<file path="config.mk">
export PLATFORM = sky130hd
export DESIGN_NAME = alu_decode_stage
export DESIGN_NICKNAME = d
export VERILOG_FILES = /design/src/rtl/ALU_FNS.sv /design/src/rtl/alu_decode_stage_skid_buffer.sv /design/src/rtl/alu_decode_stage.sv
export SDC_FILE = /design/constraint.sdc
export NUM_CORES = 1
export LEC_CHECK = 0
export BUFFER_PORTS_ARGS = -buffer_cell sky130_fd_sc_hd__buf_2
export CORE_AREA = 2 2 91 93
export DETAILED_ROUTE_END_ITERATION = 7
export DIE_AREA = 0 0 93 95
export PLACE_DENSITY = 0.68
export SLEW_MARGIN = 20
export SYNTH_ARGS = -nofsm -noshare
export SYNTH_HDL_FRONTEND = slang
export SYNTH_SLANG_ARGS = --single-unit
</file>
<file path="constraint.sdc">
create_clock -name clk -period 3.52 [get_ports clk]
set_clock_uncertainty 0.2 [all_clocks]
set_input_delay 0.528 -clock clk [delete_from_list [all_inputs] [get_ports clk]]
set_output_delay 0.528 -clock clk [all_outputs]
set_load 0.02 [all_outputs]
</file>
<file path="src/rtl/ALU_FNS.sv">
// Shared ALU function/funct7 encodings and the RV32 opcode constants used by the decode stage.
package ALU_FNS;

    typedef enum logic [2:0] {
        ADD_SUB = 3'd0,
        SLL     = 3'd1,
        SLT     = 3'd2,
        SLTU    = 3'd3,
        XOR     = 3'd4,
        SRL_SRA = 3'd5,
        OR      = 3'd6,
        AND     = 3'd7
    } alu_fn_t;

    typedef enum logic {
        ADD_SRL = 1'b0,
        SUB_SRA = 1'b1
    } funct7_t;

    localparam logic [6:0] OPC_OP     = 7'b0110011;
    localparam logic [6:0] OPC_OP_IMM = 7'b0010011;

    localparam logic [6:0] F7_ZERO = 7'b0000000;
    localparam logic [6:0] F7_ALT  = 7'b0100000;

endpackage

</file>
<file path="src/rtl/alu_decode_stage_skid_buffer.sv">
// Two-entry FIFO between the decoder and downstream; in_ready comes straight from a flop.
module skid_buffer #(
    parameter int unsigned DW = 8
) (
    input  logic          clk,
    input  logic          rst,
    input  logic          in_valid,
    output logic          in_ready,
    input  logic [DW-1:0] in_data,
    output logic          out_valid,
    input  logic          out_ready,
    output logic [DW-1:0] out_data
);

    logic [DW-1:0] r_mem [2];
    logic          r_wr_ptr;
    logic          r_rd_ptr;
    logic [1:0]    r_count;
    logic          r_in_ready;
    logic          w_push;
    logic          w_pop;
    logic [1:0]    w_count_nxt;

    assign w_push      = in_valid && r_in_ready;
    assign w_pop       = (r_count != 2'd0) && out_ready;
    assign w_count_nxt = r_count + {1'b0, w_push} - {1'b0, w_pop};

    assign in_ready  = r_in_ready;
    assign out_valid = (r_count != 2'd0);
    assign out_data  = r_mem[r_rd_ptr];

    // Entries are cleared on reset so the idle bundle reads as all-zero.
    always_ff @(posedge clk) begin
        if (rst) begin
            for (int i = 0; i < 2; i++) begin
                r_mem[i] <= '0;
            end
            r_wr_ptr   <= 1'b0;
            r_rd_ptr   <= 1'b0;
            r_count    <= 2'd0;
            r_in_ready <= 1'b1;
        end else begin
            if (w_push) begin
                r_mem[r_wr_ptr] <= in_data;
                r_wr_ptr        <= ~r_wr_ptr;
            end
            if (w_pop) begin
                r_rd_ptr <= ~r_rd_ptr;
            end
            r_count    <= w_count_nxt;
            r_in_ready <= (w_count_nxt != 2'd2);
        end
    end

endmodule

</file>
<file path="src/rtl/alu_decode_stage.sv">
// RV32 OP/OP-IMM decoder feeding a 2-entry buffer.
// Optional DECODE_PERF_CNT_EN adds a 32-bit count of delivered bundles.
module alu_decode_stage
    import ALU_FNS::*;
#(
    parameter int unsigned WIDTH = 32
) (
    input  logic             clk,
    input  logic             rst,
    input  logic             in_valid,
    output logic             in_ready,
    input  logic [31:0]      instr,
    output logic             out_valid,
    input  logic             out_ready,
    output alu_fn_t          fn,
    output funct7_t          funct7,
    output logic [4:0]       rd,
    output logic [4:0]       rs1,
    output logic [4:0]       rs2,
    output logic [WIDTH-1:0] imm,
    output logic             use_imm,
`ifdef DECODE_PERF_CNT_EN
    output logic [31:0]      decode_cnt,
`endif
    output logic             illegal
);

    localparam int unsigned PW = WIDTH + 21;

    logic [6:0]       w_opcode;
    logic [6:0]       w_f7_field;
    alu_fn_t          w_fn;
    funct7_t          w_funct7;
    logic [4:0]       w_rd;
    logic [4:0]       w_rs1;
    logic [4:0]       w_rs2;
    logic [WIDTH-1:0] w_imm;
    logic             w_use_imm;
    logic             w_illegal;
    logic [PW-1:0]    w_in_data;
    logic [PW-1:0]    w_out_data;
    logic [2:0]       w_fn_bits;
    logic             w_funct7_bit;

    assign w_opcode   = instr[6:0];
    assign w_f7_field = instr[31:25];

    always_comb begin
        w_fn      = ADD_SUB;
        w_funct7  = ADD_SRL;
        w_rd      = instr[11:7];
        w_rs1     = instr[19:15];
        w_rs2     = instr[24:20];
        w_imm     = '0;
        w_use_imm = 1'b0;
        w_illegal = 1'b0;
        case (w_opcode)
            OPC_OP: begin
                w_fn     = alu_fn_t'(instr[14:12]);
                w_funct7 = instr[30] ? SUB_SRA : ADD_SRL;
                if (w_f7_field == F7_ZERO) begin
                    w_illegal = 1'b0;
                end else if (w_f7_field == F7_ALT) begin
                    w_illegal = !((w_fn == ADD_SUB) || (w_fn == SRL_SRA));
                end else begin
                    w_illegal = 1'b1;
                end
            end
            OPC_OP_IMM: begin
                w_fn      = alu_fn_t'(instr[14:12]);
                w_use_imm = 1'b1;
                w_rs2     = '0;
                w_imm     = {{(WIDTH-12){instr[31]}}, instr[31:20]};
                // Shifts carry a 5-bit shamt; the upper bits are funct7, not immediate.
                if (w_fn == SLL) begin
                    w_imm     = {{(WIDTH-5){1'b0}}, instr[24:20]};
                    w_illegal = (w_f7_field != F7_ZERO);
                end else if (w_fn == SRL_SRA) begin
                    w_imm     = {{(WIDTH-5){1'b0}}, instr[24:20]};
                    w_funct7  = instr[30] ? SUB_SRA : ADD_SRL;
                    w_illegal = !((w_f7_field == F7_ZERO) || (w_f7_field == F7_ALT));
                end
            end
            default: begin
                w_illegal = 1'b1;
            end
        endcase
    end

    assign w_in_data = {w_fn, w_funct7, w_rd, w_rs1, w_rs2, w_imm, w_use_imm, w_illegal};

    skid_buffer #(
        .DW (PW)
    ) u_buf (
        .clk       (clk),
        .rst       (rst),
        .in_valid  (in_valid),
        .in_ready  (in_ready),
        .in_data   (w_in_data),
        .out_valid (out_valid),
        .out_ready (out_ready),
        .out_data  (w_out_data)
    );

    assign {w_fn_bits, w_funct7_bit, rd, rs1, rs2, imm, use_imm, illegal} = w_out_data;
    assign fn     = alu_fn_t'(w_fn_bits);
    assign funct7 = funct7_t'(w_funct7_bit);

`ifdef DECODE_PERF_CNT_EN
    logic [31:0] r_decode_cnt;

    always_ff @(posedge clk) begin
        if (rst) begin
            r_decode_cnt <= '0;
        end else if (out_valid && out_ready) begin
            r_decode_cnt <= r_decode_cnt + 32'd1;
        end
    end

    assign decode_cnt = r_decode_cnt;
`endif

endmodule

</file>
=== Word level (Yosys, flattened, before mapping) ===
Memory sizes are Yosys's and may differ from the RTL's. A register that Yosys moved wholly into a read port is not among the register bits.
Cells that the tools add are included.

* Register bits after elaboration: 5
* Bits in latches: 0
* Memory bits (writable): 106
* Bits in read-only memories: 0
* Input bits: 36
* Output and inout port bits: 55
* Word-level logic and storage cells: 52
* Memories: 1

* $add $sub $neg: 2
* $mul: 0
* Div/mod/pow operators: 0
* Order comparisons: 0
* Equality and inequality tests: 6
* Shifts and indexed selects: 0
* Muxes and demuxes: 25
* Bitwise operators: 2
* Reduce and logical (&&, ||, !) cells: 12

{| class="wikitable"
|+ Memory list
! memory !! depth !! width !! read ports !! clocked after Yosys merged registers in !! write ports !! line !! RTL
|-
| u_buf.r_mem || 2 || 53 || 1 || 1 || 2 || alu_decode_stage_skid_buffer.sv:15 || <nowiki>logic [DW-1:0] r_mem [2];</nowiki>
|}

{| class="wikitable"
|+ Operator list
! kind !! number
|-
| $mux 32 || 3
|-
| $mux 53 || 1
|-
| $reduce_or 53->1 || 1
|-
| $mux 1 || 17
|-
| $eq 7x6->1 const B || 2
|-
| $eq 7x5->1 const B || 1
|-
| $logic_not 7->1 || 1
|-
| $reduce_bool 7->1 || 1
|-
| $mux 5 || 1
|-
| $pmux 1 s2 || 2
|-
| $eq 3x1->1 const B || 1
|-
| $eq 3x3->1 const B || 1
|-
| $logic_not 3->1 || 1
|-
| $mux 3 || 1
|-
| $add 2x1->2 || 1
|-
| $logic_and 1x1->1 || 2
|-
| $logic_not 1->1 || 2
|-
| $logic_or 1x1->1 || 2
|-
| $ne 2x2->1 const B || 1
|-
| $not 1->1 || 2
|-
| $reduce_bool 2->1 || 1
|-
| $reduce_or 2->1 || 1
|-
| $sub 2x1->2 || 1
|}

=== Logic depth before layout (Yosys ltp) ===
Gate-level depths: netlist (run 1).

* Depth in word-level cells: 7
* Mapped depth: 7
* Mapped depth without buffers: 7

=== Modules after synthesis ===
A second synthesis (run 1) with hierarchy kept.

* Cells, all modules: 347
* Area total of the unflattened synthesis: 5056.1 µm²

{| class="wikitable"
|+ By module, submodules not included
! module !! instances !! cells each !! area an instance (µm²) !! seq. area each (µm²)
|-
| skid_buffer || 1 || 311 || 4802.1 || 3303.2
|-
| alu_decode_stage || 1 || 36 || 254.0 || 0.0
|}

=== Worst setup path before layout (run 1) ===
Ideal clock, no wire load.

* Path type: register to register
* Start: register u_buf.r_in_ready (netlist: u_buf.in_ready)
* End: memory u_buf.r_mem[0][0] (netlist bit) (enable)
* Library setup time: 430 ps
* Arrival: 2218 ps
* Required time: 2890 ps
* Setup slack: 672 ps
* Cell stages (with the launch flop): 3
* Buffers on the path: 0
* Clock period less this slack: 2848 ps
* Cells stage by stage: dfxtp_1 nand2_1 o21bai_1

{| class="wikitable"
|+ RTL lines
! element !! line !! RTL
|-
| start, declared || alu_decode_stage_skid_buffer.sv:19 || <nowiki>logic r_in_ready;</nowiki>
|-
| start signal, assigned || alu_decode_stage_skid_buffer.sv:51 || <nowiki>r_in_ready <= (w_count_nxt != 2'd2);</nowiki>
|-
| end, declared || alu_decode_stage_skid_buffer.sv:15 ||
|}

==> flow_summary.ini, run 1 <==
[outcome]
outcome = complete, no violations

[timing]
min_period_ns = 2.73
fin_hold_ws_ns = 0.281
fmax_mhz = 367
setup_violations = 0
setup_tns_ns = 0
rsz0062_at_grt = no
finalHoldViolations = 0
slew_headroom = 0.342
tightest_slew_ns = 0.985
post-route-period-util = 0.774
drv_slew = 0

[clock_tree]
cts_sinks = 72
postCtsSetupBuffers = 0
cts_max_level = 3
ctsHoldBuffers = 0
clk_latency_ns = 0.33
cts_resized = 0
cts_buffer_depth = 2
cts_tree = yes
root_buffer = clkbuf_8
clk_pin_slew_ns = 0.07
cts_inserted_buffers = 9

[layout]
diodes = 0
final_area_sq_um = 4020
fin_cells = 435
fin_nets = 363
final_cell_mix = buf_2 (90), edfxtp_1 (66), and2_1 (40)
drive_gt1_frac = 0.442
syn_to_final_growth_pct = 17.5
layout_commonest_cell = buf_2

[global_routing]
grt_overflow = 0
grtUsageTotal = 0.147
grt_pass1_vias = 1967
grt_max_degree = 34
grt_pass1_wl_mm = 9.63
antenna_found_initial = 0

[worst_setup_path]
worst_ep_arrival_time_ns = 2.00
critical_path.max_fanout = 17
cp.buffers_inverters = 2
endpoint_kind = primary output
cp_cell_sequence = buf_4, mux2_2, buf_2
setup.worst_path.class = reg2out
cp.depth = 3
startpoint_type = flip-flop
crit_family = flip-flops
cp_data_required_time_ns = 2.79
critPathMaxStageDelay_ns = 0.83
rr_worst_depth = 3
slowest_stage = dfxtp_1

[drt]
post_drt_wl_per_cell_um = 14.5
drcViolationCount = 0
firstDrtPassIters = 4
ant_nets = 0
num_vias = 2100
vias_per_cell = 4.83
routed_wl_mm = 6.33
drtIter0Drc = 89

[floorplan]
dieArea_sq_um = 8840
core_area_sq_um = 7930
dieWidth_um = 93
initial_core_util = 0.432
die_y_um = 95
io_pins = 91
rows = 33

[synthesis]
synth.top_cell.area_share = 0.579
synth_fp_nets = 290
synth_cell_types = 36
syn_avg_cell_area_sq_um = 13.6
synthCells = 252
ys_seq_area_frac = 0.614
synthesis.area_sq_um = 3420
ys_ff_latch = 72
async_flop_share = 0
synthTopCellsByArea = edfxtp_1 (58%), mux2_2 (11%), and2_1 (7.3%), buf_4 (4.4%), dfxtp_1 (3.5%)
yosys_warnings = 0
ys.flop_type = edfxtp_1
yosys.area.top_type = edfxtp_1
synth-edff-count = 66

[place]
hpwl_mm = 4.34
placedInstanceArea_sq_um = 3840
place_congestion = 0.727
portBuffers = 90
dpl.cell_count = 419

[run]
drv_cap = 0

[power_and_ir_drop]
powerDensity_nw_per_um2 = 662
power_leakage_nw = 1.74
power_mw = 2.66
ir_worst_vdd_mv = 0.313

[hold_path]
whs_path_depth = 2
min_path_type = in2reg
[layout make-up]
type	count	area (sq um)
multi-input combinational	139	1100
sequential	72	2100
clock inverter	3	42.5
tap	105	131
timing repair buffer	92	465
inverter	11	41.3
fill	709	3900
clock buffer	13	139
[flip-flops by register name, indices dropped and copies added, names as in the netlist, named ones only]
name	count
u_buf.r_rd_ptr	1
u_buf.r_mem	66
u_buf.in_ready	1
u_buf.r_wr_ptr	1
u_buf.r_count	2
[cells in the mapped netlist, types with 2 or more instances]
| cell type | number |
|---|---|
| edfxtp_1 | 66 |
| and2_1 | 40 |
| mux2_2 | 33 |
| buf_4 | 20 |
| nor3_1 | 14 |
| inv_1 | 11 |
| nor2_1 | 9 |
| clkbuf_1 | 6 |
| dfxtp_1 | 6 |
| and3_1 | 4 |
| buf_2 | 4 |
| nor2b_1 | 3 |
| or2_2 | 3 |
| xor2_1 | 3 |
| a31oi_1 | 2 |
| and4bb_2 | 2 |
| ha_1 | 2 |
| nand2_1 | 2 |
| nand3_1 | 2 |
| nor4_4 | 2 |
| o31a_1 | 2 |
| xnor2_1 | 2 |
[per-layer routing]
layer,GRT usage,share of wire,vias up,routed length (um)
li1,-,-,1035,-
met1,0.191,0.44,983,2810
met2,0.241,0.49,80,3110
met3,0.0295,0.061,2,384
met4,0.0625,0.0027,0,17
met5,0,0,-,0
[worst reg2reg max path, cell delays in order, from the launching register on]
cell and delay, ns:
dfxtp_1 0.46, and4b_1 0.50, nand3_1 0.41, nor3_1 0.28
[power breakdown]
part           internal [mW]  total, mW  switching (mW)  leakage [nW]
clock                  0.328      0.609           0.281        0.0893
sequential              1.08       1.16          0.0766         0.750
combinational          0.364      0.898           0.535         0.899
[logic make-up (layout without fill, tap and decap cells)]
group	count (synthesis)	count (layout)	share of synthesized area
adders and majority gates	2	2	0.00731
AOI/OAI and AO/OA	9	9	0.0194
DFF	72	72	0.614
xor gates and xnor gates	5	5	0.0128
and+or+nand+nor	90	90	0.170
buffers and inverters	41	119	0.0683
muxes	33	33	0.109
[path summary, 6_finish.rpt]
| path | start | end | slack [ns] |
|---|---|---|---|
| max | flip-flop | rd[1] | 0.79 |
| min | instr[18] | u_buf.r_mem[1][42] | 0.28 |
| max reg2reg | u_buf.r_wr_ptr | u_buf.r_mem[1][7] | 1.50 |
| min reg2reg | u_buf.r_rd_ptr | flip-flop | 0.36 |
[stage by stage]
stage / setup WS [ns] / util
2_1_floorplan: 0.672 / -
3_5_place_dp: 1.10 / 0.485
6_report: 0.794 / 0.508
5_1_grt: 0.689 / 0.508
4_1_cts: 0.738 / 0.508
3_3_place_gp: 1.17 / 0.485
(Power assumes the default switching activity.)
==> run 2, diff against run 1 <==
--- a/config.mk
+++ b/config.mk
@@ -9,7 +9,7 @@
 export CORE_AREA = 2 2 91 93
 export DETAILED_ROUTE_END_ITERATION = 7
 export DIE_AREA = 0 0 93 95
-export PLACE_DENSITY = 0.68
+export PLACE_DENSITY = 0.71
 export SLEW_MARGIN = 20
 export SYNTH_ARGS = -nofsm -noshare
 export SYNTH_HDL_FRONTEND = slang
==> constraint.sdc (replaced) <==
create_clock -name clk -period 2.35 [get_ports clk]
set_clock_uncertainty 0.2 [all_clocks]
set_input_delay 0.3525 -clock clk [delete_from_list [all_inputs] [get_ports clk]]
set_output_delay 0.3525 -clock clk [all_outputs]
set_load 0.02 [all_outputs]
==> run 2 against run 1 <==
Worst setup slack got worse by 0.57 ns. Worst hold slack got worse by 0.20 ns. Critical path depth unchanged. Largest cell class unchanged. Design area increased by 1.9%. Sequential power increased by 47%. Clock power increased by 71%. Sequential share of layout area decreased by 0.94 points. Cell count increased by 1.4%. Global-route usage increased by 0.65 points. Utilization increased by 0.96 points. Routed wire length increased by 1.6%. Count of clock-buffer cells in the layout decreased by 3.
==> flow_summary.ini, run 2 (same netlist as run 1, synthesis figures left out) <==
[global_routing]
grt_overflow = 0
grtUsageTotal = 0.153
grt_pass1_wl_mm = 10.1
antenna_found_initial = 0
grt_pass1_vias = 2109
grt_max_degree = 24

[timing]
setup_violations = 0
fmax_mhz = 471
tightest_slew_ns = 0.399
setup_slack_ns = 0.225
slew_headroom = 0.733
setup_tns_ns = 0
fin_hold_ws_ns = 0.0816
finalHoldViolations = 0
post-route-period-util = 0.904
min_period_ns = 2.13
drv_slew = 0
rsz0062_at_grt = no

[drt]
firstDrtPassIters = 4
routed_wl_mm = 6.43
vias_per_cell = 4.87
drtIter0Drc = 132
num_vias = 2146
ant_nets = 0
drcViolationCount = 0
post_drt_wl_per_cell_um = 14.6

[worst_setup_path]
cp_cell_sequence = buf_4, mux2_2, buf_2
cp.buffers_inverters = 2
endpoint_kind = primary output
critPathMaxStageDelay_ns = 0.45
worst_ep_arrival_time_ns = 1.57
cp_data_required_time_ns = 1.80
crit_family = flip-flops
slowest_stage = dfxtp_2
critical_path.max_fanout = 12
startpoint_type = flip-flop
setup.worst_path.class = reg2out

[clock_tree]
root_buffer = clkbuf_8
postCtsSetupBuffers = 0
clk_latency_ns = 0.34
cts_tree = yes
cts_max_level = 3
clk_pin_slew_ns = 0.07
cts_sinks = 72
cts_inserted_buffers = 9
cts_buffer_depth = 2
ctsHoldBuffers = 0

[power_and_ir_drop]
powerDensity_nw_per_um2 = 1010
switchingPower_mw = 1.36
swShare = 0.330
internal_power_mw = 2.77
seq_power_share = 0.412
power_leakage_nw = 1.78
p_clk_frac = 0.252
ir_worst_vdd_mv = 0.476
p_comb_frac = 0.337

[floorplan]
die_y_um = 95
io_pins = 91
dieWidth_um = 93
rows = 33
initial_core_util = 0.432
core_area_sq_um = 7930
dieArea_sq_um = 8840

[place]
hpwl_mm = 4.55
portBuffers = 90
place_congestion = 0.790
dp_slack_ns = 0.281

[layout]
ff_latch_area_sq_um = 2100
fillers = 702
syn_to_final_growth_pct = 19.7
largest_reg_flops = 66
top_register = u_buf.r_mem
final_cell_mix = buf_2 (90), edfxtp_1 (66), and2_1 (40)
diodes = 0
layout_commonest_cell = buf_2
drive_gt1_frac = 0.464
largestRegisters = u_buf.r_mem x66, u_buf.r_count x2
multi_input_comb_area_sq_um = 1100
fin_nets = 369

[run]
drv_cap = 0

[outcome]
outcome = complete, no violations

[hold_path]
min_path_type = in2reg
==> run 2: area by class of cell <==
| class | instances | area share |
|---|---|---|
| clock buffer | 10 | 0.0311 |
| inverter | 11 | 0.0101 |
| sequential | 72 | 0.513 |
| multi-input combinational | 139 | 0.269 |
| tap | 105 | 0.0320 |
| clock inverter | 6 | 0.0204 |
| timing repair buffer | 98 | 0.125 |
==> run 2: final timing paths <==
path / cells past startpoint / start / endpoint / slack (ns)
worst max-delay path: 3 / flip-flop / fn[0] / 0.22
worst min-delay path: 2 / instr[8] / u_buf.r_mem[1][45] / 0.08
worst max register to register: 7 / u_buf.r_count[1] / u_buf.in_ready / 0.40
worst min register to register: 2 / u_buf.r_rd_ptr / u_buf.r_rd_ptr / 0.32
==> run 2: layer usage <==
layer,part of all wire,global-route usage,wire (um),vias to the layer above
li1,-,-,-,1041
met1,0.41,0.176,2630,1019
met2,0.51,0.263,3250,75
met3,0.067,0.0463,433,11
met4,0.017,0.0735,108,0
met5,0,0,0,-
==> run 2: timing repair <==
action,4_1_cts,5_1_grt
endpoints found under the setup margin,0,2
resized for setup,0,1
endpoints found under the hold margin,0,0
==> run 2: power by group through the flow <==
stage                     logic, mW  clock network (mW)  registers (mW)
after CTS                      1.42                1.05            1.70
after global placement         1.41                   0            1.72
after global routing           1.50                1.12            1.72
final                          1.39                1.04            1.70
after detailed placement       1.41                   0            1.73
after floorplan                1.13                   0            1.69
==> run 2: stage by stage <==
stage	utilization	power, mW	instances	area [sq um]
2_1_floorplan	-	2.82	252	3430
3_3_place_gp	0.490	3.13	425	3890
3_5_place_dp	0.490	3.15	425	3890
4_1_cts	0.517	4.17	441	4100
5_1_grt	0.517	4.34	441	4100
6_report	0.517	4.14	441	4100
